--- config.mk ---
export PLATFORM = sky130hd
export DESIGN_NAME = mem_arbiter_flat
export DESIGN_NICKNAME = d
export VERILOG_FILES = /design/src/rtl/mem_arb_pkg.sv /design/src/rtl/mem_arbiter_if.sv /design/src/rtl/mem_arb_select.sv /design/src/rtl/mem_arbiter.sv /design/src/flat_wrapper.sv
export SDC_FILE = /design/constraint.sdc
export NUM_CORES = 1
export LEC_CHECK = 0
export ABC_AREA = 1
export ABC_CLOCK_PERIOD_IN_PS = 1500
export CAP_MARGIN = 20
export CORE_AREA = 2 2 124 126
export CTS_CLUSTER_DIAMETER = 200
export CTS_CLUSTER_SIZE = 28
export DETAILED_ROUTE_END_ITERATION = 12
export DIE_AREA = 0 0 126 128
export GPL_TIMING_DRIVEN = 0
export PLACE_DENSITY_LB_ADDON = 0.12
export SYNTH_ARGS = -nofsm -noshare
export SYNTH_HDL_FRONTEND = slang
export SYNTH_SLANG_ARGS = --single-unit
--- constraint.sdc ---
create_clock -name clk -period 1.5 [get_ports clk]
set_input_delay 0.375 -clock clk [delete_from_list [all_inputs] [get_ports clk]]
set_output_delay 0.375 -clock clk [all_outputs]
set_load 0.05 [all_outputs]
--- src/rtl/mem_arb_pkg.sv ---
// Shared types and constants for the I/D memory-port arbiter.
package mem_arb_pkg;

  localparam int MAX_WAIT_DEFAULT = 16;

  typedef enum logic [1:0] {
    IDLE,
    REQ,
    WAIT,
    RESP
  } arb_state_t;

  typedef enum logic {
    OWN_I,
    OWN_D
  } arb_owner_t;

endpackage

--- src/rtl/mem_arbiter_if.sv ---
// Requester and memory-side signals of the arbiter. slave = arbiter view,
// master = the surrounding datapath/memory view.
interface mem_arbiter_if #(
  parameter int ADDR_W = 32,
  parameter int DATA_W = 32
);
  logic              i_req;
  logic [ADDR_W-1:0] i_addr;
  logic              i_gnt;
  logic              i_rvalid;
  logic [DATA_W-1:0] i_rdata;
  logic              i_err;

  logic              d_req;
  logic              d_we;
  logic [ADDR_W-1:0] d_addr;
  logic [DATA_W-1:0] d_wdata;
  logic [3:0]        d_wmask;
  logic              d_gnt;
  logic              d_rvalid;
  logic [DATA_W-1:0] d_rdata;
  logic              d_err;

  logic              m_req;
  logic              m_we;
  logic [ADDR_W-1:0] m_addr;
  logic [DATA_W-1:0] m_wdata;
  logic [3:0]        m_wmask;
  logic              m_gnt;
  logic              m_rvalid;
  logic [DATA_W-1:0] m_rdata;

  modport slave (
    input  i_req, i_addr, d_req, d_we, d_addr, d_wdata, d_wmask,
    input  m_gnt, m_rvalid, m_rdata,
    output i_gnt, i_rvalid, i_rdata, i_err,
    output d_gnt, d_rvalid, d_rdata, d_err,
    output m_req, m_we, m_addr, m_wdata, m_wmask
  );

  modport master (
    output i_req, i_addr, d_req, d_we, d_addr, d_wdata, d_wmask,
    output m_gnt, m_rvalid, m_rdata,
    input  i_gnt, i_rvalid, i_rdata, i_err,
    input  d_gnt, d_rvalid, d_rdata, d_err,
    input  m_req, m_we, m_addr, m_wdata, m_wmask
  );
endinterface

--- src/rtl/mem_arb_select.sv ---
// Winner selection between fetch and load/store requests.
// MEM_ARB_RR_EN: round-robin on ties; otherwise D always wins a tie.
module mem_arb_select
  import mem_arb_pkg::*;
(
  input  logic       i_req,
  input  logic       d_req,
  input  arb_owner_t last_owner,
  output logic       any_req,
  output arb_owner_t winner
);

`ifdef MEM_ARB_RR_EN
  always_comb begin
    any_req = i_req | d_req;
    winner  = OWN_D;
    if (i_req && d_req) begin
      winner = (last_owner == OWN_I) ? OWN_D : OWN_I;
    end else if (i_req) begin
      winner = OWN_I;
    end
  end
`else
  // Fixed priority has no use for history; keep the port for a uniform interface.
  logic unused_last_owner;
  assign unused_last_owner = last_owner;

  always_comb begin
    any_req = i_req | d_req;
    winner  = (i_req && !d_req) ? OWN_I : OWN_D;
  end
`endif

endmodule

--- src/rtl/mem_arbiter.sv ---
// Shares one memory port between fetch (I) and load/store (D), one transaction
// at a time. Build option MEM_ARB_RR_EN enables round-robin tie-breaking.
module mem_arbiter
  import mem_arb_pkg::*;
#(
  parameter int ADDR_W   = 32,
  parameter int DATA_W   = 32,
  parameter int MAX_WAIT = MAX_WAIT_DEFAULT
) (
  input logic          clk,
  input logic          rst,
  mem_arbiter_if.slave bus
);

  localparam int               CNT_W    = $clog2(MAX_WAIT);
  localparam logic [CNT_W-1:0] CNT_LAST = CNT_W'(MAX_WAIT - 1);

  arb_state_t        state_q, state_d;
  arb_owner_t        owner_q, owner_d;
  logic [CNT_W-1:0]  cnt_q, cnt_d;
  logic              m_req_q, m_req_d;
  logic              m_we_q, m_we_d;
  logic [ADDR_W-1:0] m_addr_q, m_addr_d;
  logic [DATA_W-1:0] m_wdata_q, m_wdata_d;
  logic [3:0]        m_wmask_q, m_wmask_d;
  logic [DATA_W-1:0] rdata_q, rdata_d;
  logic              err_q, err_d;

  logic       any_req;
  arb_owner_t winner;
  logic       grant_ok;
  logic       i_resp;
  logic       d_resp;

  mem_arb_select u_select (
    .i_req      (bus.i_req),
    .d_req      (bus.d_req),
    .last_owner (owner_q),
    .any_req    (any_req),
    .winner     (winner)
  );

  // Grants are gated by reset so every output reads 0 while rst is low.
  assign grant_ok = rst && (state_q == IDLE) && any_req;

  always_comb begin
    // NOTE: every _d gets its hold value first, so no branch can infer a latch.
    state_d   = state_q;
    owner_d   = owner_q;
    cnt_d     = cnt_q;
    m_req_d   = m_req_q;
    m_we_d    = m_we_q;
    m_addr_d  = m_addr_q;
    m_wdata_d = m_wdata_q;
    m_wmask_d = m_wmask_q;
    rdata_d   = rdata_q;
    err_d     = err_q;

    unique case (state_q)
      IDLE: begin
        if (grant_ok) begin
          state_d = REQ;
          owner_d = winner;
          m_req_d = 1'b1;
          if (winner == OWN_I) begin
            m_we_d    = 1'b0;
            m_addr_d  = bus.i_addr;
            m_wdata_d = '0;
            m_wmask_d = 4'hF;
          end else begin
            m_we_d    = bus.d_we;
            m_addr_d  = bus.d_addr;
            m_wdata_d = bus.d_wdata;
            m_wmask_d = bus.d_wmask;
          end
        end
      end
      REQ: begin
        if (bus.m_gnt) begin
          state_d = WAIT;
          m_req_d = 1'b0;
          cnt_d   = '0;
        end
      end
      WAIT: begin
        // A response in the timeout cycle still wins.
        if (bus.m_rvalid) begin
          rdata_d = bus.m_rdata;
          err_d   = 1'b0;
          state_d = RESP;
        end else if (cnt_q == CNT_LAST) begin
          rdata_d = '0;
          err_d   = 1'b1;
          state_d = RESP;
        end else if (cnt_q != '1) begin
          cnt_d = cnt_q + 1'b1;
        end
      end
      RESP: begin
        state_d = IDLE;
      end
      default: begin
        state_d = IDLE;
      end
    endcase
  end

  // NOTE: non-blocking assignments make every register sample pre-edge values.
  always_ff @(posedge clk or negedge rst) begin
    if (!rst) begin
      state_q   <= IDLE;
      owner_q   <= OWN_D;
      cnt_q     <= '0;
      m_req_q   <= 1'b0;
      m_we_q    <= 1'b0;
      m_addr_q  <= '0;
      m_wdata_q <= '0;
      m_wmask_q <= '0;
      rdata_q   <= '0;
      err_q     <= 1'b0;
    end else begin
      state_q   <= state_d;
      owner_q   <= owner_d;
      cnt_q     <= cnt_d;
      m_req_q   <= m_req_d;
      m_we_q    <= m_we_d;
      m_addr_q  <= m_addr_d;
      m_wdata_q <= m_wdata_d;
      m_wmask_q <= m_wmask_d;
      rdata_q   <= rdata_d;
      err_q     <= err_d;
    end
  end

  assign i_resp = (state_q == RESP) && (owner_q == OWN_I);
  assign d_resp = (state_q == RESP) && (owner_q == OWN_D);

  assign bus.i_gnt    = grant_ok && (winner == OWN_I);
  assign bus.i_rvalid = i_resp;
  assign bus.i_rdata  = i_resp ? rdata_q : '0;
  assign bus.i_err    = i_resp & err_q;

  assign bus.d_gnt    = grant_ok && (winner == OWN_D);
  assign bus.d_rvalid = d_resp;
  assign bus.d_rdata  = d_resp ? rdata_q : '0;
  assign bus.d_err    = d_resp & err_q;

  assign bus.m_req    = m_req_q;
  assign bus.m_we     = m_we_q;
  assign bus.m_addr   = m_addr_q;
  assign bus.m_wdata  = m_wdata_q;
  assign bus.m_wmask  = m_wmask_q;

endmodule

--- src/flat_wrapper.sv ---
// flat-port wrapper written by rule: the top's interface ports become plain ports
module mem_arbiter_flat import mem_arb_pkg::*;
#(
  parameter int ADDR_W   = 32,
  parameter int DATA_W   = 32,
  parameter int MAX_WAIT = MAX_WAIT_DEFAULT
)
  (clk, rst, bus_i_req, bus_i_addr, bus_d_req, bus_d_we, bus_d_addr, bus_d_wdata, bus_d_wmask, bus_m_gnt, bus_m_rvalid, bus_m_rdata, bus_i_gnt, bus_i_rvalid, bus_i_rdata, bus_i_err, bus_d_gnt, bus_d_rvalid, bus_d_rdata, bus_d_err, bus_m_req, bus_m_we, bus_m_addr, bus_m_wdata, bus_m_wmask);
  mem_arbiter_if #(.ADDR_W(ADDR_W), .DATA_W(DATA_W)) bus_i ();
  input logic clk;
  input logic rst;
  input wire logic [$bits(bus_i.i_req)-1:0] bus_i_req;
  input wire logic [$bits(bus_i.i_addr)-1:0] bus_i_addr;
  input wire logic [$bits(bus_i.d_req)-1:0] bus_d_req;
  input wire logic [$bits(bus_i.d_we)-1:0] bus_d_we;
  input wire logic [$bits(bus_i.d_addr)-1:0] bus_d_addr;
  input wire logic [$bits(bus_i.d_wdata)-1:0] bus_d_wdata;
  input wire logic [$bits(bus_i.d_wmask)-1:0] bus_d_wmask;
  input wire logic [$bits(bus_i.m_gnt)-1:0] bus_m_gnt;
  input wire logic [$bits(bus_i.m_rvalid)-1:0] bus_m_rvalid;
  input wire logic [$bits(bus_i.m_rdata)-1:0] bus_m_rdata;
  output wire logic [$bits(bus_i.i_gnt)-1:0] bus_i_gnt;
  output wire logic [$bits(bus_i.i_rvalid)-1:0] bus_i_rvalid;
  output wire logic [$bits(bus_i.i_rdata)-1:0] bus_i_rdata;
  output wire logic [$bits(bus_i.i_err)-1:0] bus_i_err;
  output wire logic [$bits(bus_i.d_gnt)-1:0] bus_d_gnt;
  output wire logic [$bits(bus_i.d_rvalid)-1:0] bus_d_rvalid;
  output wire logic [$bits(bus_i.d_rdata)-1:0] bus_d_rdata;
  output wire logic [$bits(bus_i.d_err)-1:0] bus_d_err;
  output wire logic [$bits(bus_i.m_req)-1:0] bus_m_req;
  output wire logic [$bits(bus_i.m_we)-1:0] bus_m_we;
  output wire logic [$bits(bus_i.m_addr)-1:0] bus_m_addr;
  output wire logic [$bits(bus_i.m_wdata)-1:0] bus_m_wdata;
  output wire logic [$bits(bus_i.m_wmask)-1:0] bus_m_wmask;
  assign bus_i.i_req = bus_i_req;
  assign bus_i.i_addr = bus_i_addr;
  assign bus_i.d_req = bus_d_req;
  assign bus_i.d_we = bus_d_we;
  assign bus_i.d_addr = bus_d_addr;
  assign bus_i.d_wdata = bus_d_wdata;
  assign bus_i.d_wmask = bus_d_wmask;
  assign bus_i.m_gnt = bus_m_gnt;
  assign bus_i.m_rvalid = bus_m_rvalid;
  assign bus_i.m_rdata = bus_m_rdata;
  assign bus_i_gnt = bus_i.i_gnt;
  assign bus_i_rvalid = bus_i.i_rvalid;
  assign bus_i_rdata = bus_i.i_rdata;
  assign bus_i_err = bus_i.i_err;
  assign bus_d_gnt = bus_i.d_gnt;
  assign bus_d_rvalid = bus_i.d_rvalid;
  assign bus_d_rdata = bus_i.d_rdata;
  assign bus_d_err = bus_i.d_err;
  assign bus_m_req = bus_i.m_req;
  assign bus_m_we = bus_i.m_we;
  assign bus_m_addr = bus_i.m_addr;
  assign bus_m_wdata = bus_i.m_wdata;
  assign bus_m_wmask = bus_i.m_wmask;
  mem_arbiter #(.ADDR_W(ADDR_W), .DATA_W(DATA_W), .MAX_WAIT(MAX_WAIT)) u_core (.clk(clk), .rst(rst), .bus(bus_i));
endmodule
==> flow_summary.json, run 1 <==
{
  "result_of_the_run": "finished, violations left",
  "violations": "negative hold slack, negative setup slack",
  "max_slew_margin_pct": 71.44,
  "routedWlPerCell_um": 14.94,
  "yosys.area.top_type": "sky130_fd_sc_hd__dfrtp_1",
  "synth.top_cells.by_count": "359 x sky130_fd_sc_hd__nand2_1, 109 x sky130_fd_sc_hd__dfrtp_1, 76 x sky130_fd_sc_hd__nor2_1",
  "fin_nets": 1148,
  "rsz0062_at_grt": "yes",
  "effective_utilization_at_floorplan_pct": 35.00,
  "sw_frac_of_total_pct": 49.83,
  "chipHeight_um": 128,
  "finClkSkew_ns": 0.006466,
  "required_ns": 1.12,
  "leakage_uw": 0.004743,
  "grt_overflow_total": 0,
  "finalWorstPathRequiredPeriod_ns": 2.065,
  "yosysWarningCount": 0,
  "power_switching_uw": 9372,
  "synthMuxAreaShare_pct": 0,
  "tritoncts": "built",
  "synthesis.area_um2": 5202,
  "post-synth-top-count-cell": "sky130_fd_sc_hd__nand2_1",
  "fraction_of_final_layout_cells_with_drive_strength_greater_than_1_pct": 34.09,
  "worst-endpoint-arrival_ns": 1.69,
  "clock_power_share_pct": 12.5,
  "highest_layer": "met4",
  "final_hold_viol_count": 39,
  "clk_latency_ns": 0.35,
  "synth-async-reset-ratio_pct": 100.0,
  "yosys.area_share.simple_pct": 32.97,
  "power_report.internal_total_uw": 9435,
  "dp_hpwl_um": 12840,
  "routed-wl-met3_um": 1619,
  "synthDistinctLibCells": 22,
  "syn_area_per_cell_um2": 7.584,
  "via_count": 5331,
  "cts_root_buffer": "sky130_fd_sc_hd__clkbuf_16",
  "drt_first_pass_iters": 4,
  "worst_hold_path_type": "input pin to async pin",
  "multi_input_comb_area_um2": 2711,
  "cp-end-kind": "output pin",
  "io_buffers": 278,
  "cap_viol_max_count": 0,
  "seqCellArea_um2": 2754,
  "max-clock-path-buffers": 2,
  "die_area_um2": 16130,
  "cts.sinks": 110,
  "drt-met1-wl_um": 7277,
  "route.antenna.remaining_nets": 0,
  "tightest_slew_ns": 0.4284,
  "fin_setup_tns_ns": -38.88,
  "power.share.sequential_pct": 26.0,
  "pd_cells_nw_per_um2": 1944,
  "pin_count": 279,
  "cp_max_fanout": 3,
  "power.share.combinational_pct": 61.5,
  "detail_route.drc_violations": 0,
  "critical_path_buf_inv_count": 3,
  "synth_enable_flop_cells": 0,
  "ys_seq_elements": 110,
  "worst-r2r-cell-count": 10,
  "peakVddDrop_mv": 1.268,
  "first_global_vias": 5131,
  "antenna_found_initial": 0,
  "timing.fmax_ghz": 0.4843,
  "largest_family_of_logic_cells_by_synthesized_area": "simple AND/OR/NAND/NOR gates",
  "synth_compound_area_share_pct": 4.209,
  "synthToLayoutAreaGrowth_pct": 85.93,
  "final.period_utilization_pct": 137.7,
  "critical_path_class": "register to output pin",
  "setup_violations": 127,
  "die_span_in_x_um": 126,
  "post_synth_xor_area_fraction_pct": 0.1684,
  "h-tree-depth": 3,
  "std_cell_rows": 45,
  "routed_wl_um": 17880,
  "routed_via_density": 4.454,
  "cp_cell_sequence": "inv_2, ha_4, nand2_2, o21bai_4, buf_6, nor2_4, buf_8",
  "critical_path.reg2reg.startpoint": "u_core.state_q[0]$_DFFE_PN0P_",
  "synth-main-ff-cell": "sky130_fd_sc_hd__dfrtp_1",
  "number_of_slew_limit_violations_in_the_final_report": 0,
  "critical-path-max-stage-delay_ns": 0.41,
  "logic_depth_of_the_worst_path_buffers_included": 7,
  "worst_setup_path_startpoint": "u_core.state_q[0]$_DFFE_PN0P_",
  "synthesis.nets": 830,
  "numCtsBuffers": 9,
  "synth_adder_area_share_pct": 1.203,
  "yosysSeqAreaShare_pct": 52.93,
  "grt_max_degree": 71,
  "drt-initial-drc-count": 175,
  "grt_pass1_wl_um": 27690,
  "synth.area.top_cells": "sky130_fd_sc_hd__dfrtp_1 52%, sky130_fd_sc_hd__nand2_1 26%, sky130_fd_sc_hd__nor2_1 5.5%",
  "register_clock_pin_slew_on_the_reported_worst_setup_and_hold_paths_ns": 0.07,
  "wl_met2_um": 8567,
  "final.hold.worst_slack_ns": -0.06490,
  "globalplace.congestion": 0.8267,
  "worst_path_dominant_cell_family": "flip-flops",
  "timing.final.ws_setup_ns": -0.5649,
  "antennaDiodeCount": 0,
  "grt_util_overall_pct": 21.93,
  "worst_path_max_delay_cell": "sky130_fd_sc_hd__dfrtp_1",
  "post_synth_inst_count": 686,
  "synth_top_cell_area_share_pct": 52.43,
  "num-fill-cells": 1275,
  "coreArea_um2": 14860,
  "launching_element_type_of_the_critical_path": "register"
}
-- power by group through the flow --
stage	logic [uW]	registers [uW]	clock network (uW)
after floorplan	4090	7760	0
after global placement	10400	4880	0
after detailed placement	10500	4880	0
after CTS	11100	4880	2420
after global routing	12300	5030	2550
final	11600	4880	2360
-- cells by family (layout without fill, tap and decap cells) --
| kind of cell | after synthesis | after routing |
|---|---|---|
| adder cells (fa/ha/maj) | 5 | 5 |
| XOR/XNOR | 1 | 1 |
| AO/OA/AOI/OAI | 41 | 41 |
| buffers and inverters | 82 | 405 |
| flip-flops | 110 | 110 |
| AND/OR/NAND/NOR | 447 | 447 |
-- layout by cell type, fill, tap and decap left out, types with 5 or more instances in the layout --
| cell type | Yosys | final |
|---|---|---|
| sky130_fd_sc_hd__clkdlybuf4s50_1 | 0 | 136 |
| sky130_fd_sc_hd__buf_12 | 3 | 6 |
| sky130_fd_sc_hd__clkdlybuf4s18_2 | 0 | 14 |
| sky130_fd_sc_hd__buf_4 | 5 | 76 |
| sky130_fd_sc_hd__buf_6 | 7 | 23 |
| sky130_fd_sc_hd__buf_2 | 12 | 24 |
| sky130_fd_sc_hd__o21ai_2 | 0 | 30 |
| sky130_fd_sc_hd__nand2_2 | 1 | 10 |
| sky130_fd_sc_hd__clkdlybuf4s15_2 | 0 | 34 |
| sky130_fd_sc_hd__nor2_1 | 76 | 14 |
| sky130_fd_sc_hd__buf_8 | 0 | 11 |
| sky130_fd_sc_hd__dfrtp_1 | 109 | 109 |
| sky130_fd_sc_hd__nor2_4 | 0 | 62 |
| sky130_fd_sc_hd__inv_1 | 48 | 41 |
| sky130_fd_sc_hd__inv_2 | 1 | 5 |
| sky130_fd_sc_hd__clkbuf_16 | 0 | 18 |
| sky130_fd_sc_hd__nand2_1 | 359 | 344 |
| sky130_fd_sc_hd__nand2_4 | 0 | 6 |
-- state kept, by name (all words and copies together) (netlist names) --
signal and count:
u_core.bus.m_wdata 32, u_core.bus.m_wmask 4, u_core.bus.m_we 1, u_core.bus.m_addr 32, u_core.bus.m_req 1, u_core.owner_q 1, u_core.cnt_q 4, u_core.err_q 1
u_core.state_q 2, u_core.rdata_q 32
-- cell type report --
class | instances | share of cell area, %
buffer | 30 | 4.734
sequential | 110 | 28.47
clock buffer | 12 | 2.445
clock inverter | 4 | 0.4915
inverter | 49 | 2.108
tap | 188 | 2.432
timing repair buffer | 310 | 31.29
multi-input combinational | 494 | 28.03
-- path summary, 6_finish.rpt --
path	slack, ns	to
hold / removal	-0.06	u_core.rdata_q[14]$_DFFE_PN0P_
max in group asynchronous	0.89	u_core.bus.m_wdata[7]$_DFFE_PN0P_
setup reg to reg	-0.13	u_core.bus.m_addr[12]$_DFFE_PN0P_
setup / recovery	-0.56	bus_i_gnt
hold reg to reg	0.48	u_core.bus.m_wdata[24]$_DFFE_PN0P_
min in group clk	0.48	u_core.bus.m_wdata[24]$_DFFE_PN0P_
-- through the flow --
stage	utilization, %	area, um2	setup WS [ns]	std cells	power (uW)
2_1_floorplan	-	5690	-0.2084	686	11840
3_3_place_gp	58.59	8708	-5.242	1152	15260
3_5_place_dp	58.78	8737	-1.409	1153	15360
4_1_cts	63.91	9500	-0.5525	1190	18410
5_1_grt	65.08	9673	-0.6363	1197	19840
6_report	65.08	9673	-0.5649	1197	18810
-- metal layers --
metal	GRT usage [%]	vias up
li1	-	2692
met1	26.98	2398
met2	36.34	217
met3	7.053	24
met4	7.951	0
met5	0	-
-- timing repair --
action / 4_1_cts / 5_1_grt
buffers inserted: 14 / 10
cloned: 7 / 2
resized for setup: 717 / 152
pin swaps: 6 / 12
endpoints found under the setup margin: 238 / 210
hold endpoints to repair: 39 / 39
No activity file was read; power rests on OpenSTA's default activity.
==> inputs of run 2 (changes only) <==
Settings changed: CTS_CLUSTER_DIAMETER 200 to default.
==> results of run 2 <==
Same layout as run 1: the final DEF is identical, and so are final timing and power.
